### src/rtl/d8m_src_pkg.sv
`default_nettype none
// ============================================================================
// Module   : d8m_src_pkg
// Purpose  : Shared types and constants for the D8M synthetic pixel source:
//            FSM state encoding, pattern select codes, PRBS-10 seed/taps and
//            the LFSR step function.
// Ports    : none (package)
// Options  : D8M_SRC_PRBS_EN selects the PRBS-10 auxiliary pattern
// Revision : 1.0 - initial release
// ============================================================================
package d8m_src_pkg;

    typedef enum logic [2:0] {
        IDLE   = 3'd0,
        LEAD   = 3'd1,
        ACTIVE = 3'd2,
        HBLANK = 3'd3,
        GAP    = 3'd4
    } state_t;

    typedef enum logic [1:0] {
        PAT_HRAMP = 2'd0,
        PAT_VRAMP = 2'd1,
        PAT_BAYER = 2'd2,
        PAT_AUX   = 2'd3
    } pattern_t;

    // Bayer RGGB fixed-colour levels
    localparam logic [9:0] BAYER_R = 10'h3FF;
    localparam logic [9:0] BAYER_G = 10'h200;
    localparam logic [9:0] BAYER_B = 10'h000;

    // PRBS-10, x^10 + x^7 + 1. Bit 0 holds the oldest sample; the x^10 term
    // taps bit 0 and the x^7 term taps bit 3, feedback enters at bit 9.
    localparam logic [9:0] PRBS_SEED   = 10'h3FF;
    localparam int         PRBS_TAP_LO = 0;
    localparam int         PRBS_TAP_HI = 3;

    function automatic logic [9:0] prbs_next(input logic [9:0] s);
        return {s[PRBS_TAP_LO] ^ s[PRBS_TAP_HI], s[9:1]};
    endfunction

endpackage
`default_nettype wire

### src/rtl/d8m_src_if.sv
`default_nettype none
// ============================================================================
// Module   : d8m_src_if
// Purpose  : Control and D8M parallel pixel bus of the synthetic source.
// Ports    : en          run enable (sampled at frame boundaries)
//            pattern     pattern select (latched at frame start)
//            pixel_vs    frame valid
//            pixel_hs    line valid
//            pixel_d     RAW10 pixel data
//            frame_cnt   completed-frame counter
//            frame_done  one-clock pulse on the last pixel of a frame
//            master = pixel source, slave = controller/consumer
// Revision : 1.0 - initial release
// ============================================================================
interface d8m_src_if;
    import d8m_src_pkg::*;

    logic        en;
    pattern_t    pattern;
    logic        pixel_vs;
    logic        pixel_hs;
    logic [9:0]  pixel_d;
    logic [15:0] frame_cnt;
    logic        frame_done;

    modport master (
        input  en,
        input  pattern,
        output pixel_vs,
        output pixel_hs,
        output pixel_d,
        output frame_cnt,
        output frame_done
    );

    modport slave (
        output en,
        output pattern,
        input  pixel_vs,
        input  pixel_hs,
        input  pixel_d,
        input  frame_cnt,
        input  frame_done
    );
endinterface
`default_nettype wire

### src/rtl/d8m_src_pattern.sv
`default_nettype none
// ============================================================================
// Module   : d8m_src_pattern
// Purpose  : Pattern generator for the D8M pixel source. Latches the pattern
//            select on restart, muxes ramp / Bayer / auxiliary data and
//            registers it one cycle, so the output lines up with the
//            registered HS of the top level.
// Ports    : clk, rst     clock, synchronous active-high reset
//            x, y         pixel index in line, active line index
//            pattern      pattern select, taken on restart
//            frame_cnt    completed-frame count (auxiliary pattern source)
//            advance      active pixel this cycle; output is 0 otherwise
//            restart      frame start: latch pattern, reload aux state
//            d            registered RAW10 pixel
// Options  : D8M_SRC_PRBS_EN - aux pattern is PRBS-10 seeded each frame;
//            otherwise aux pattern is the frame index held for the frame.
// Revision : 1.0 - initial release
// ============================================================================
module d8m_src_pattern
    import d8m_src_pkg::*;
(
    input  wire logic       clk,
    input  wire logic       rst,
    input  wire logic [9:0] x,
    input  wire logic [9:0] y,
    input  pattern_t        pattern,
    input  wire logic [9:0] frame_cnt,
    input  wire logic       advance,
    input  wire logic       restart,
    output logic [9:0]      d
);

    pattern_t   r_pattern;
    logic [9:0] w_aux;
    logic [9:0] w_pix;

    always_ff @(posedge clk) begin
        if (rst) begin
            r_pattern <= PAT_HRAMP;
        end else if (restart) begin
            r_pattern <= pattern;
        end
    end

`ifdef D8M_SRC_PRBS_EN
    logic [9:0] r_lfsr;

    always_ff @(posedge clk) begin
        if (rst || restart) begin
            r_lfsr <= PRBS_SEED;
        end else if (advance) begin
            r_lfsr <= prbs_next(r_lfsr);
        end
    end

    assign w_aux = r_lfsr;
`else
    // Hold the frame index seen at frame start so the value stays constant
    // even across the edge where the top bumps the counter.
    logic [9:0] r_frame;

    always_ff @(posedge clk) begin
        if (rst) begin
            r_frame <= '0;
        end else if (restart) begin
            r_frame <= frame_cnt;
        end
    end

    assign w_aux = r_frame;
`endif

    always_comb begin
        w_pix = '0;
        case (r_pattern)
            PAT_HRAMP: w_pix = x;
            PAT_VRAMP: w_pix = y;
            PAT_BAYER: begin
                case ({y[0], x[0]})
                    2'b00:   w_pix = BAYER_R;
                    2'b11:   w_pix = BAYER_B;
                    default: w_pix = BAYER_G;
                endcase
            end
            PAT_AUX:   w_pix = w_aux;
            default:   w_pix = '0;
        endcase
    end

    always_ff @(posedge clk) begin
        if (rst) begin
            d <= '0;
        end else begin
            d <= advance ? w_pix : 10'd0;
        end
    end

endmodule
`default_nettype wire

### src/rtl/d8m_pixel_source.sv
`default_nettype none
// ============================================================================
// Module   : d8m_pixel_source
// Purpose  : Transmit side of the D8M parallel pixel interface. Produces
//            synthetic RAW10 frames (VS/HS/D) with configurable timing for
//            bring-up without a camera. Holds the frame FSM, x/y counters,
//            frame counter and output registers.
// Ports    : clk   pixel clock
//            rst   synchronous reset, active-high
//            bus   d8m_src_if.master (en, pattern, pixel_vs, pixel_hs,
//                  pixel_d, frame_cnt, frame_done)
// Options  : D8M_SRC_PRBS_EN - pattern 3 is PRBS-10 instead of frame index
// Revision : 1.0 - initial release
// ============================================================================
module d8m_pixel_source
    import d8m_src_pkg::*;
#(
    parameter int H_ACTIVE = 640,
    parameter int H_BLANK  = 160,
    parameter int V_LEAD   = 2,
    parameter int V_ACTIVE = 480,
    parameter int V_GAP    = 20
) (
    input  wire logic clk,
    input  wire logic rst,
    d8m_src_if.master bus
);

    localparam int H_TOTAL = H_ACTIVE + H_BLANK;

    localparam logic [15:0] X_ACT_LAST  = 16'(H_ACTIVE - 1);
    localparam logic [15:0] X_LINE_LAST = 16'(H_TOTAL - 1);
    localparam logic [15:0] Y_LEAD_LAST = 16'(V_LEAD - 1);
    localparam logic [15:0] Y_ACT_LAST  = 16'(V_ACTIVE - 1);
    localparam logic [15:0] Y_GAP_LAST  = 16'(V_GAP - 1);

    state_t      r_state;
    state_t      w_state_nxt;
    state_t      w_first_state;
    logic [15:0] r_x;
    logic [15:0] r_y;
    logic [15:0] w_x_nxt;
    logic [15:0] w_y_nxt;
    logic        w_frame_start;
    logic        w_last_pix;
    logic        w_active;

    logic        r_vs;
    logic        r_hs;
    logic        r_done;
    logic [15:0] r_frame_cnt;

    // ------------------------------------------------------------------
    // FSM state and counter registers
    // ------------------------------------------------------------------
    always_ff @(posedge clk) begin
        if (rst) begin
            r_state <= IDLE;
            r_x     <= '0;
            r_y     <= '0;
        end else begin
            r_state <= w_state_nxt;
            r_x     <= w_x_nxt;
            r_y     <= w_y_nxt;
        end
    end

    // ------------------------------------------------------------------
    // Next state. x runs across the whole line (active then blank); in
    // LEAD/GAP it counts line length and y counts blank lines.
    // ------------------------------------------------------------------
    always_comb begin
        w_state_nxt   = r_state;
        w_x_nxt       = r_x + 16'd1;
        w_y_nxt       = r_y;
        w_frame_start = 1'b0;

        // With no lead lines a frame starts directly on an active line
        if (V_LEAD == 0) begin
            w_first_state = ACTIVE;
        end else begin
            w_first_state = LEAD;
        end

        case (r_state)
            IDLE: begin
                w_x_nxt = '0;
                w_y_nxt = '0;
                if (bus.en) begin
                    w_frame_start = 1'b1;
                    w_state_nxt   = w_first_state;
                end
            end
            LEAD: begin
                if (r_x == X_LINE_LAST) begin
                    w_x_nxt = '0;
                    if (r_y == Y_LEAD_LAST) begin
                        w_y_nxt     = '0;
                        w_state_nxt = ACTIVE;
                    end else begin
                        w_y_nxt = r_y + 16'd1;
                    end
                end
            end
            ACTIVE: begin
                if (r_x == X_ACT_LAST) begin
                    w_state_nxt = HBLANK;
                end
            end
            HBLANK: begin
                if (r_x == X_LINE_LAST) begin
                    w_x_nxt = '0;
                    if (r_y == Y_ACT_LAST) begin
                        w_y_nxt     = '0;
                        w_state_nxt = GAP;
                    end else begin
                        w_y_nxt     = r_y + 16'd1;
                        w_state_nxt = ACTIVE;
                    end
                end
            end
            GAP: begin
                if (r_x == X_LINE_LAST) begin
                    w_x_nxt = '0;
                    if (r_y == Y_GAP_LAST) begin
                        w_y_nxt = '0;
                        if (bus.en) begin
                            w_frame_start = 1'b1;
                            w_state_nxt   = w_first_state;
                        end else begin
                            w_state_nxt = IDLE;
                        end
                    end else begin
                        w_y_nxt = r_y + 16'd1;
                    end
                end
            end
            default: begin
                w_x_nxt     = '0;
                w_y_nxt     = '0;
                w_state_nxt = IDLE;
            end
        endcase
    end

    assign w_active   = (r_state == ACTIVE);
    assign w_last_pix = w_active && (r_x == X_ACT_LAST) && (r_y == Y_ACT_LAST);

    // ------------------------------------------------------------------
    // Output registers: decoded from the current state, so VS/HS/DONE and
    // the pattern data all trail the FSM by the same single cycle.
    // ------------------------------------------------------------------
    always_ff @(posedge clk) begin
        if (rst) begin
            r_vs        <= 1'b0;
            r_hs        <= 1'b0;
            r_done      <= 1'b0;
            r_frame_cnt <= '0;
        end else begin
            r_vs   <= (r_state == LEAD) || (r_state == ACTIVE) || (r_state == HBLANK);
            r_hs   <= w_active;
            r_done <= w_last_pix;
            if (w_last_pix) begin
                r_frame_cnt <= r_frame_cnt + 16'd1;
            end
        end
    end

    d8m_src_pattern u_pattern (
        .clk       (clk),
        .rst       (rst),
        .x         (r_x[9:0]),
        .y         (r_y[9:0]),
        .pattern   (bus.pattern),
        .frame_cnt (r_frame_cnt[9:0]),
        .advance   (w_active),
        .restart   (w_frame_start),
        .d         (bus.pixel_d)
    );

    assign bus.pixel_vs   = r_vs;
    assign bus.pixel_hs   = r_hs;
    assign bus.frame_done = r_done;
    assign bus.frame_cnt  = r_frame_cnt;

endmodule
`default_nettype wire

### src/flat_wrapper.sv
// flat-port wrapper written by rule: the top's interface ports become plain ports
module d8m_pixel_source_flat import d8m_src_pkg::*;
#(
    parameter int H_ACTIVE = 640,
    parameter int H_BLANK  = 160,
    parameter int V_LEAD   = 2,
    parameter int V_ACTIVE = 480,
    parameter int V_GAP    = 20
)
  (clk, rst, bus_en, bus_pattern, bus_pixel_vs, bus_pixel_hs, bus_pixel_d, bus_frame_cnt, bus_frame_done);
  d8m_src_if bus_i ();
  input  wire logic clk;
  input  wire logic rst;
  input wire logic [$bits(bus_i.en)-1:0] bus_en;
  input wire logic [$bits(bus_i.pattern)-1:0] bus_pattern;
  output wire logic [$bits(bus_i.pixel_vs)-1:0] bus_pixel_vs;
  output wire logic [$bits(bus_i.pixel_hs)-1:0] bus_pixel_hs;
  output wire logic [$bits(bus_i.pixel_d)-1:0] bus_pixel_d;
  output wire logic [$bits(bus_i.frame_cnt)-1:0] bus_frame_cnt;
  output wire logic [$bits(bus_i.frame_done)-1:0] bus_frame_done;
  assign bus_i.en = bus_en;
  assign bus_i.pattern = bus_pattern;
  assign bus_pixel_vs = bus_i.pixel_vs;
  assign bus_pixel_hs = bus_i.pixel_hs;
  assign bus_pixel_d = bus_i.pixel_d;
  assign bus_frame_cnt = bus_i.frame_cnt;
  assign bus_frame_done = bus_i.frame_done;
  d8m_pixel_source #(.H_ACTIVE(H_ACTIVE), .H_BLANK(H_BLANK), .V_LEAD(V_LEAD), .V_ACTIVE(V_ACTIVE), .V_GAP(V_GAP)) u_core (.clk(clk), .rst(rst), .bus(bus_i));
endmodule
### config.mk
export PLATFORM = sky130hd
export DESIGN_NAME = d8m_pixel_source_flat
export DESIGN_NICKNAME = d
export VERILOG_FILES = /design/src/rtl/d8m_src_pkg.sv /design/src/rtl/d8m_src_if.sv /design/src/rtl/d8m_src_pattern.sv /design/src/rtl/d8m_pixel_source.sv /design/src/flat_wrapper.sv
export SDC_FILE = /design/constraint.sdc
export NUM_CORES = 1
export LEC_CHECK = 0
export CORE_MARGIN = 3
export CORE_UTILIZATION = 57
export DETAILED_ROUTE_END_ITERATION = 6
export GPL_TIMING_DRIVEN = 0
export PLACE_DENSITY = 0.79
export SYNTH_ARGS = -nofsm -noshare
export SYNTH_HDL_FRONTEND = slang
export SYNTH_SLANG_ARGS = --single-unit
export TNS_END_PERCENT = 1
### constraint.sdc
create_clock -name clk -period 2.9 [get_ports clk]
set_input_delay 0.58 -clock clk [delete_from_list [all_inputs] [get_ports clk]]
set_output_delay 0.58 -clock clk [all_outputs]
set_load 0.02 [all_outputs]
Yosys cells after proc, flatten, opt, wreduce, memory -nomap -nowiden
Cells that the tools add are included.
- output and inout bits: 29
- input port bits: 5
- word-level logic and storage cells: 70
- bits in registers: 76
- bitwise operators: 1
- muxes and demuxes: 25
- add/subtract/negate cells: 3
- equal/unequal tests: 20
- reductions and logical operators: 11
- operators with widths (cell ; number):
    2-to-1 mux 16 bit ; 7
    case mux 16 bit (4 select lines) ; 1
    adder 16 x 1 -> 16 bit, second input constant ; 3
    case mux 10 bit (4 select lines) ; 1
    equality test 16 x 10 -> 1 bit, second input constant ; 2
    case mux 16 bit (2 select lines) ; 1
    2-to-1 mux 3 bit ; 8
    case mux 10 bit (2 select lines) ; 1
    equality test 16 x 1 -> 1 bit, second input constant ; 1
    equality test 16 x 5 -> 1 bit, second input constant ; 1
    equality test 16 x 9 -> 1 bit, second input constant ; 1
    case mux 3 bit (5 select lines) ; 1
    != test 2 x 1 -> 1 bit, second input constant ; 6
    AND reduction 7 bit ; 1
    equality test 2 bit, second input constant ; 3
    equality test 3 x 2 -> 1 bit, second input constant ; 2
    zero test 2 bit ; 2
    2-to-1 mux 1 bit ; 4
    AND reduction 4 bit ; 1
    equality test 3 x 1 -> 1 bit, second input constant ; 1
    equality test 3 bit, second input constant ; 1
    zero test 3 bit ; 1
    OR reduction 3 bit ; 1
    equality test 2 x 1 -> 1 bit, second input constant ; 1
    6 further kinds ; 8

Logic depth before layout (Yosys ltp)
Gate-level depths: netlist (run 1).
- word-level depth: 4
- gate-level depth with buffers: 9
- gate-level depth less buffers: 8

Hierarchy
From an unflattened synthesis (run 1), not the netlist that was laid out.
- cells, all modules: 413
- area total of the unflattened synthesis: 3642.2 um^2
- modules (own cells, without submodules) (module ; cells each ; area each (um^2) ; times used ; seq. area each (um^2)):
    d8m_pixel_source ; 320 ; 2702.6 ; 1 ; 1081.0
    d8m_src_pattern ; 93 ; 939.7 ; 1 ; 440.4

Least setup slack after synthesis (run 1)
No wires, ideal clock.
- kind: reg2reg
- from: reg u_core.r_x[0]
- to: reg u_core.r_y[14]
- cell stages (with the launch flop): 8
- setup time: 0.133 ns
- arrival: 1.952 ns
- path buffers: 0
- clock period less this slack: 2.085 ns
- path slack: 0.815 ns
- required time: 2.767 ns
- cell sequence: dfxtp_1 ha_1 and4_1 nand4_2 o21ba_2 or4_1 o21ai_0 a21oi_1
- cells in the longest elaborated chain, start to end: 3
- elaborated cells between the ends (all ways): 5
- classes of those cells: 4 x eq/ne; 1 x reduce/logical
- RTL lines (what ; line ; RTL):
    start, declared ; d8m_pixel_source.sv:40 ; logic [15:0] r_x;
    start signal, assigned ; d8m_pixel_source.sv:63 ; r_x <= w_x_nxt;
    equality test 16 x 10 -> 1 bit * ; d8m_pixel_source.sv:95, d8m_pixel_source.sv:111, d8m_pixel_source.sv:123 ;
    != test 2 x 1 -> 1 bit (no line) ; - ;
    AND reduction 4 bit (no line) * ; - ;
    end signal, assigned ; d8m_pixel_source.sv:64 ; r_y <= w_y_nxt;
    end, declared ; d8m_pixel_source.sv:41 ; logic [15:0] r_y;
Every way passes the cells marked *; elsewhere a longest branch is shown, timed or not.
A chain may end at the register's enable or synchronous reset.

Worst setup path after layout (run 1)
- from: reg u_core.r_y[0]
- to: reg u_core.r_y[4]
- cells in the longest elaborated chain, start to end: 4
- elaborated cells between the ends (all ways): 11
- classes of those cells: 1 x add/sub; 3 x eq/ne; 7 x mux
- RTL lines (what ; line ; RTL):
    adder 16 x 1 -> 16 bit (tied with other cells) ; d8m_pixel_source.sv:101, d8m_pixel_source.sv:117, d8m_pixel_source.sv:134 ;
    2-to-1 mux 16 bit (on tied branches) ; d8m_pixel_source.sv:125, d8m_pixel_source.sv:97, d8m_pixel_source.sv:113 ;
    2-to-1 mux 16 bit (on tied branches) ; d8m_pixel_source.sv:123, d8m_pixel_source.sv:95, d8m_pixel_source.sv:111 ;
    case mux 16 bit (4 select lines) * ; d8m_pixel_source.sv:85 ; case (r_state)
Every way passes the cells marked *; elsewhere a longest branch is shown, timed or not. The select of a mux whose other input is x is not followed.

==> results.py, run 1 <==
metrics = {
    "drt": {
        "routed_wirelength_mm": 8.026,
        "via_per_inst": 5.779,
        "wire_per_inst_um": 15.40,
        "drt_first_pass_iters": 7,
        "drtAntennaViolNets": 0,
        "first_iter_violations": 321,
        "drc": 24,
        "vias": 3011,
    },
    "synth": {
        "yosys-top-cells-count": "nor2_1, dfxtp_1, xnor2_1, nand2_1, nand3_1",
        "synthFlopType": "dfxtp_1",
        "syn_inst": 397,
        "synth-edff-count": 0,
        "yosys-top-cells-area": "dfxtp_1, nor2_1, xnor2_1, xor2_1, mux2i_1",
        "async_reset_ff_share_pct": 0,
        "ys_ff_latch": 76,
        "ys_warn_count": 0,
        "syn_area_per_cell_um2": 8.998,
        "netlist.area_leader.share_pct": 42.59,
        "syn-num-nets": 406,
        "synth_most_common_cell": "nor2_1",
        "yosysTopAreaCell": "dfxtp_1",
        "yosysSeqAreaShare_pct": 42.59,
        "syn_area_um2": 3572,
        "synth_cell_types": 49,
    },
    "critical_path": {
        "crit_type": "register to register",
        "cp_cell_sequence": "ha_1 > nor4bb_1 > nand4_1 > nand3_1 > o311ai_1 > o21bai_1 > buf_2 > nor2_1",
        "crit_arrival_ns": 2.79,
        "critPathMaxFanout": 10,
        "cp_num_buf_inv": 1,
        "reg2regPathDepth": 8,
        "cp_slowest_cell": "dfxtp_1",
        "worstSetupStartpointType": "register",
        "critPathCaptureType": "register",
        "cp.required_ns": 3.15,
        "path_delay_family": "simple AND/OR/NAND/NOR gates",
        "slowest_delay_ns": 0.50,
        "crit_cells": 8,
    },
    "hold_path": {
        "min_path_type": "register to register",
        "holdPathStages": 2,
    },
    "clock_tree": {
        "clkLatencyLatePin_ns": 0.36,
        "cts-root-buf": "clkbuf_8",
        "cts_made_buffers": 9,
        "cts_tree": "yes",
        "clk_path_buf_depth": 2,
        "cts_hold_buf": 0,
        "ctsResizeCount": 0,
        "clock-sinks": 76,
        "cts_setup_buffers": 0,
        "cts.clk_slew.worst_paths_ns": 0.08,
        "ctsHtreeMaxLevel": 3,
    },
    "pwr": {
        "power_density_nw_per_um2": 621.3,
        "p_clk_share_pct": 31.8,
        "p_seq_share_pct": 44.4,
        "swShare_pct": 32.28,
        "ir_worst_vdd_mv": 0.5518,
        "pwr-share-comb_pct": 23.8,
        "power.leakage_nw": 1.515,
        "p_int_mw": 1.766,
        "p_sw_uw": 842.0,
    },
    "timing": {
        "tightest_slew_ns": 0.5807,
        "hold_violations": 0,
        "grt_setup_unrepaired": "false",
        "setup-tns-final_ns": 0,
        "slew_headroom_pct": 61.29,
        "min_period_ns": 2.543,
        "finalClockSkew_ns": 0.008070,
        "fin_crit_sh_pct": 87.69,
        "drv_slew": 0,
        "fmax_mhz": 393.2,
        "finalSetupViolCount": 0,
    },
    "run_status": {
        "violations": "DRC",
        "status": "finished with violations",
    },
    "grt": {
        "grt_pass1_vias": 2749,
        "grt_max_degree": 13,
        "antenna_found_initial": 0,
        "grt.total_usage_pct": 22.96,
        "grt_pass1_wl_mm": 13.08,
        "grt_overflow_total": 0,
    },
    "floorplan": {
        "initial_core_util_pct": 59.63,
        "ios": 34,
        "core_area_um2": 5991,
        "std_cell_rows": 28,
        "die_w_um": 85.17,
        "dieArea_um2": 7253,
        "die_y_um": 85.17,
    },
    "placement": {
        "post-dp-hpwl_mm": 5.730,
        "postPlaceCellArea_um2": 3996,
        "gp_congestion": 0.8509,
        "port_buffers": 33,
    },
    "layout": {
        "stdcell_area_um2": 4198,
        "drive_gt1_share_pct": 9.193,
        "num-nets-final": 450,
        "syn2layout_area_growth_pct": 17.51,
        "antennaDiodeCount": 0,
    },
    "run": {
        "cap_violations": 0,
    },
}
## logic make-up (layout without fill, tap and decap cells)
| logic type | after synthesis | count (layout) | share of synthesized area (%) |
|---|---|---|---|
| fa+ha+maj | 4 | 4 | 1.401 |
| compound gates | 35 | 35 | 7.706 |
| flops | 76 | 76 | 42.59 |
| simple gates | 195 | 195 | 29.74 |
| buf+inv | 30 | 79 | 3.748 |
| mux | 14 | 14 | 4.273 |
| xor+xnor | 43 | 43 | 10.54 |
## registers in the layout, summed over array words and instances, names as in the netlist
name and cells:
u_core.r_state 3, u_core.u_pattern.r_frame 10, u_core.bus.frame_done 1, u_core.r_x 16, u_core.r_y 16, u_core.bus.pixel_hs 1
u_core.bus.frame_cnt 16, u_core.bus.pixel_vs 1, u_core.u_pattern.r_pattern 2, u_core.u_pattern.d 10
## cells in the final DEF, fill, tap and decap left out, types with 7 or more instances in the layout
cell and n:
clkbuf_1 11, nand3_1 20, mux2i_1 13, inv_1 10, xor2_1 16, xnor2_1 27, and3_1 9, nand2_1 25
nand4_1 9, nor3_1 11, clkbuf_8 11, a21o_1 8, clkdlybuf4s50_1 33, dfxtp_1 76, nor2_1 77, a222oi_1 8
nor4_1 7
## worst min-delay path, stage by stage (launching register included)
cell and delay, ns:
dfxtp_1 0.34, mux2i_1 0.07, nor2_1 0.07
## stage by stage
| step | cells | total power, mW | utilization (%) | setup WS, ns | hold slack, ns |
|---|---|---|---|---|---|
| CTS | 521 | 2.607 | 70.07 | 0.3607 | 0.5104 |
| global placement | 505 | 1.774 | 66.71 | 0.4676 | 0.4771 |
| detailed placement | 505 | 1.794 | 66.71 | 0.4242 | 0.4932 |
| global route | 521 | 2.724 | 70.07 | 0.1424 | 0.5335 |
| floorplan | 397 | 1.631 | - | 0.8149 | 0.4510 |
| finish | 521 | 2.608 | 70.07 | 0.3571 | 0.5076 |
## power by group through the flow
stage	registers [mW]	clock network (mW)	logic [mW]
final	1.16	0.829	0.620
after global routing	1.17	0.882	0.673
after CTS	1.16	0.835	0.615
after detailed placement	1.18	0	0.613
after global placement	1.18	0	0.597
after floorplan	1.18	0	0.449
## area by class of cell
| class | instances | area (µm²) |
|---|---|---|
| Multi-Input combinational cell | 291 | 1917 |
| Fill cell | 475 | 1793 |
| Sequential cell | 76 | 1521 |
| Timing Repair Buffer | 33 | 330.3 |
| Clock buffer | 11 | 151.4 |
| Buffer | 20 | 96.34 |
| Tap cell | 75 | 93.84 |
| Clock inverter | 5 | 50.05 |
| Inverter | 10 | 37.54 |
## layer usage
metal  wire length [µm]  track usage [%]
met1               3480            29.28
met2               3891            37.29
met3                452            4.272
met4                201            11.22
met5                  0                0
## worst paths after layout
kind / start / endpoint / slack, ns
worst max-delay path: u_core.r_y[0] / u_core.r_y[4] / 0.36
worst min-delay path: u_core.u_pattern.r_frame[6] / u_core.u_pattern.r_frame[6] / 0.51
worst max register to register: u_core.r_y[0] / u_core.r_y[4] / 0.36
worst min register to register: u_core.u_pattern.r_frame[6] / u_core.u_pattern.r_frame[6] / 0.51
Power figures use the tool's default switching activity.
==> run 2: changes to the inputs <==
--- a/config.mk
+++ b/config.mk
@@ -5,10 +5,12 @@
 export SDC_FILE = /design/constraint.sdc
 export NUM_CORES = 1
 export LEC_CHECK = 0
+export CORE_ASPECT_RATIO = 0.5
 export CORE_MARGIN = 3
 export CORE_UTILIZATION = 57
 export DETAILED_ROUTE_END_ITERATION = 6
 export GPL_TIMING_DRIVEN = 0
+export HOLD_SLACK_MARGIN = 0.02
 export PLACE_DENSITY = 0.79
 export SYNTH_ARGS = -nofsm -noshare
 export SYNTH_HDL_FRONTEND = slang
==> run 2 against run 1 <==
- the flow now finishes without violations
- non-clock buffer count unchanged
- via count increased by 1.6%
- wire length increased by 5.6%
- sequential cell count did not move
- clock skew rose by 0.00050 ns
- final cell count rose by 1.7%
- sequential share of layout area fell by 0.96 points
- combinational power grew 1%
- utilization is 4.9 points higher
- die area is 0.80% higher
- critical path type unchanged
==> results.py, run 2 (synthesized netlist as in run 1, its figures left out) <==
metrics = {
    "critical_path": {
        "r2r-end": "u_core.r_y[11]",
        "reg2regPathDepth": 8,
        "crit_type": "register to register",
        "reg2reg_slack_ns": 0.35,
        "worstSetupStartpointType": "register",
        "cp.required_ns": 3.12,
        "critPathCaptureType": "register",
        "crit_arrival_ns": 2.77,
        "r2r_start": "u_core.r_y[0]",
        "critPathMaxFanout": 10,
    },
    "timing": {
        "setup-tns-final_ns": 0,
        "tightest_slew_ns": 0.6772,
        "hold_violations": 0,
        "grt_setup_unrepaired": "false",
        "fin_ws_ns": 0.3456,
        "fin_crit_sh_pct": 88.08,
        "min_period_ns": 2.554,
        "fmax_mhz": 391.5,
        "finalSetupViolCount": 0,
        "finalClockSkew_ns": 0.008571,
        "slew_headroom_pct": 54.85,
        "hold_ws_ns": 0.5069,
        "drv_slew": 0,
    },
    "clock_tree": {
        "clock-sinks": 76,
        "clkLatencyLatePin_ns": 0.33,
        "cts_tree": "yes",
        "cts_made_buffers": 9,
        "cts_setup_buffers": 0,
        "ctsResizeCount": 0,
        "cts-root-buf": "clkbuf_16",
        "cts.clk_slew.worst_paths_ns": 0.06,
        "cts_hold_buf": 0,
        "clk_path_buf_depth": 2,
        "ctsHtreeMaxLevel": 3,
    },
    "drt": {
        "routed_wirelength_mm": 8.477,
        "drt_first_pass_iters": 7,
        "drtAntennaViolNets": 0,
        "wire_per_inst_um": 15.99,
        "vias": 3058,
        "via_per_inst": 5.770,
        "first_iter_violations": 296,
        "drc": 0,
    },
    "placement": {
        "port_buffers": 33,
        "post-place-ws_ns": 0.3659,
        "gp_congestion": 0.8600,
        "postPlaceCellArea_um2": 4008,
        "post-dp-hpwl_mm": 5.980,
    },
    "hold_path": {
        "min_path_type": "register to register",
        "hp-start": "u_core.u_pattern.r_frame[0]",
        "holdPathEnd": "u_core.u_pattern.r_frame[0]",
        "holdPathStages": 2,
    },
    "grt": {
        "antenna_found_initial": 0,
        "grt_overflow_total": 0,
        "grt_pass1_wl_mm": 13.94,
        "grt_max_degree": 13,
        "met2_usage_pct": 41.60,
        "gr-usage-met3_pct": 8.499,
        "grt-busiest-layer": "met2",
        "grt_pass1_vias": 2867,
        "grt.total_usage_pct": 24.27,
        "grt_use_met1_pct": 29.67,
    },
    "floorplan": {
        "core_area_um2": 5753,
        "die_w_um": 118.0,
        "initial_core_util_pct": 62.09,
        "ios": 34,
        "die_y_um": 61.98,
        "std_cell_rows": 19,
        "dieArea_um2": 7311,
    },
    "pwr": {
        "power.leakage_nw": 1.554,
        "total_power_mw": 2.909,
        "power_density_nw_per_um2": 674.8,
        "ir_worst_vdd_mv": 0.3818,
    },
    "run_status": {
        "status": "completed",
    },
    "layout": {
        "num-nets-final": 450,
        "antennaDiodeCount": 0,
        "syn2layout_area_growth_pct": 20.70,
        "layout_common_cells": "nor2_1, dfxtp_1, clkdlybuf4s50_1, xnor2_1, nand2_1",
        "nFillCells": 439,
        "drive_gt1_share_pct": 8.969,
        "final_common_cell": "nor2_1",
        "stdcell_area_um2": 4312,
    },
    "run": {
        "cap_violations": 0,
    },
}
==> run 2: per-layer routing <==
layer	wire length (µm)	up-vias
li1	-	1485
met4	111	0
met2	3862	134
met5	0	-
met3	690	14
met1	3813	1425
==> run 2: per-stage QoR <==
stage,std cells,utilization (%)
2_1_floorplan,397,-
3_3_place_gp,514,69.66
3_5_place_dp,514,69.66
4_1_cts,530,74.95
5_1_grt,530,74.95
6_report,530,74.95
==> run 2: power by group <==
part	switching [mW]	internal (mW)	total (mW)
Sequential	0.0718	1.09	1.17
Combinational	0.391	0.237	0.628
Clock	0.406	0.710	1.12
==> run 2: critical path: stages, from the launching register on <==
cell and delay, ns:
dfxtp_1 0.49, ha_1 0.29, nor4bb_1 0.29, nand4_1 0.16, nand3_1 0.20, o311ai_1 0.18
o21bai_1 0.45, buf_2 0.31, nor2_1 0.07
==> run 2: final cells by class <==
type | instances | area, µm² | share of cell area [%]
well taps | 84 | 105.1 | 2.438
flip-flops and latches | 76 | 1521 | 35.29
repair buffers | 33 | 330.3 | 7.661
multi-input cells | 291 | 1917 | 44.46
clock inverters | 4 | 47.55 | 1.103
inverters | 10 | 37.54 | 0.8706
plain buffers | 20 | 96.34 | 2.234
clock buffers | 12 | 256.5 | 5.949
==> run 2: worst max path at each step <==
| stage | from | end | cells past startpoint |
|---|---|---|---|
| after floorplan | u_core.r_x[0] | u_core.r_y[14] | 7 |
| after global placement | u_core.r_y[0] | u_core.r_y[15] | 8 |
| after detailed placement | u_core.r_y[0] | u_core.r_y[13] | 8 |
| after CTS | u_core.r_y[0] | u_core.r_y[13] | 7 |
| after global routing | u_core.r_y[0] | u_core.r_y[15] | 8 |
| final | u_core.r_y[0] | u_core.r_y[11] | 8 |
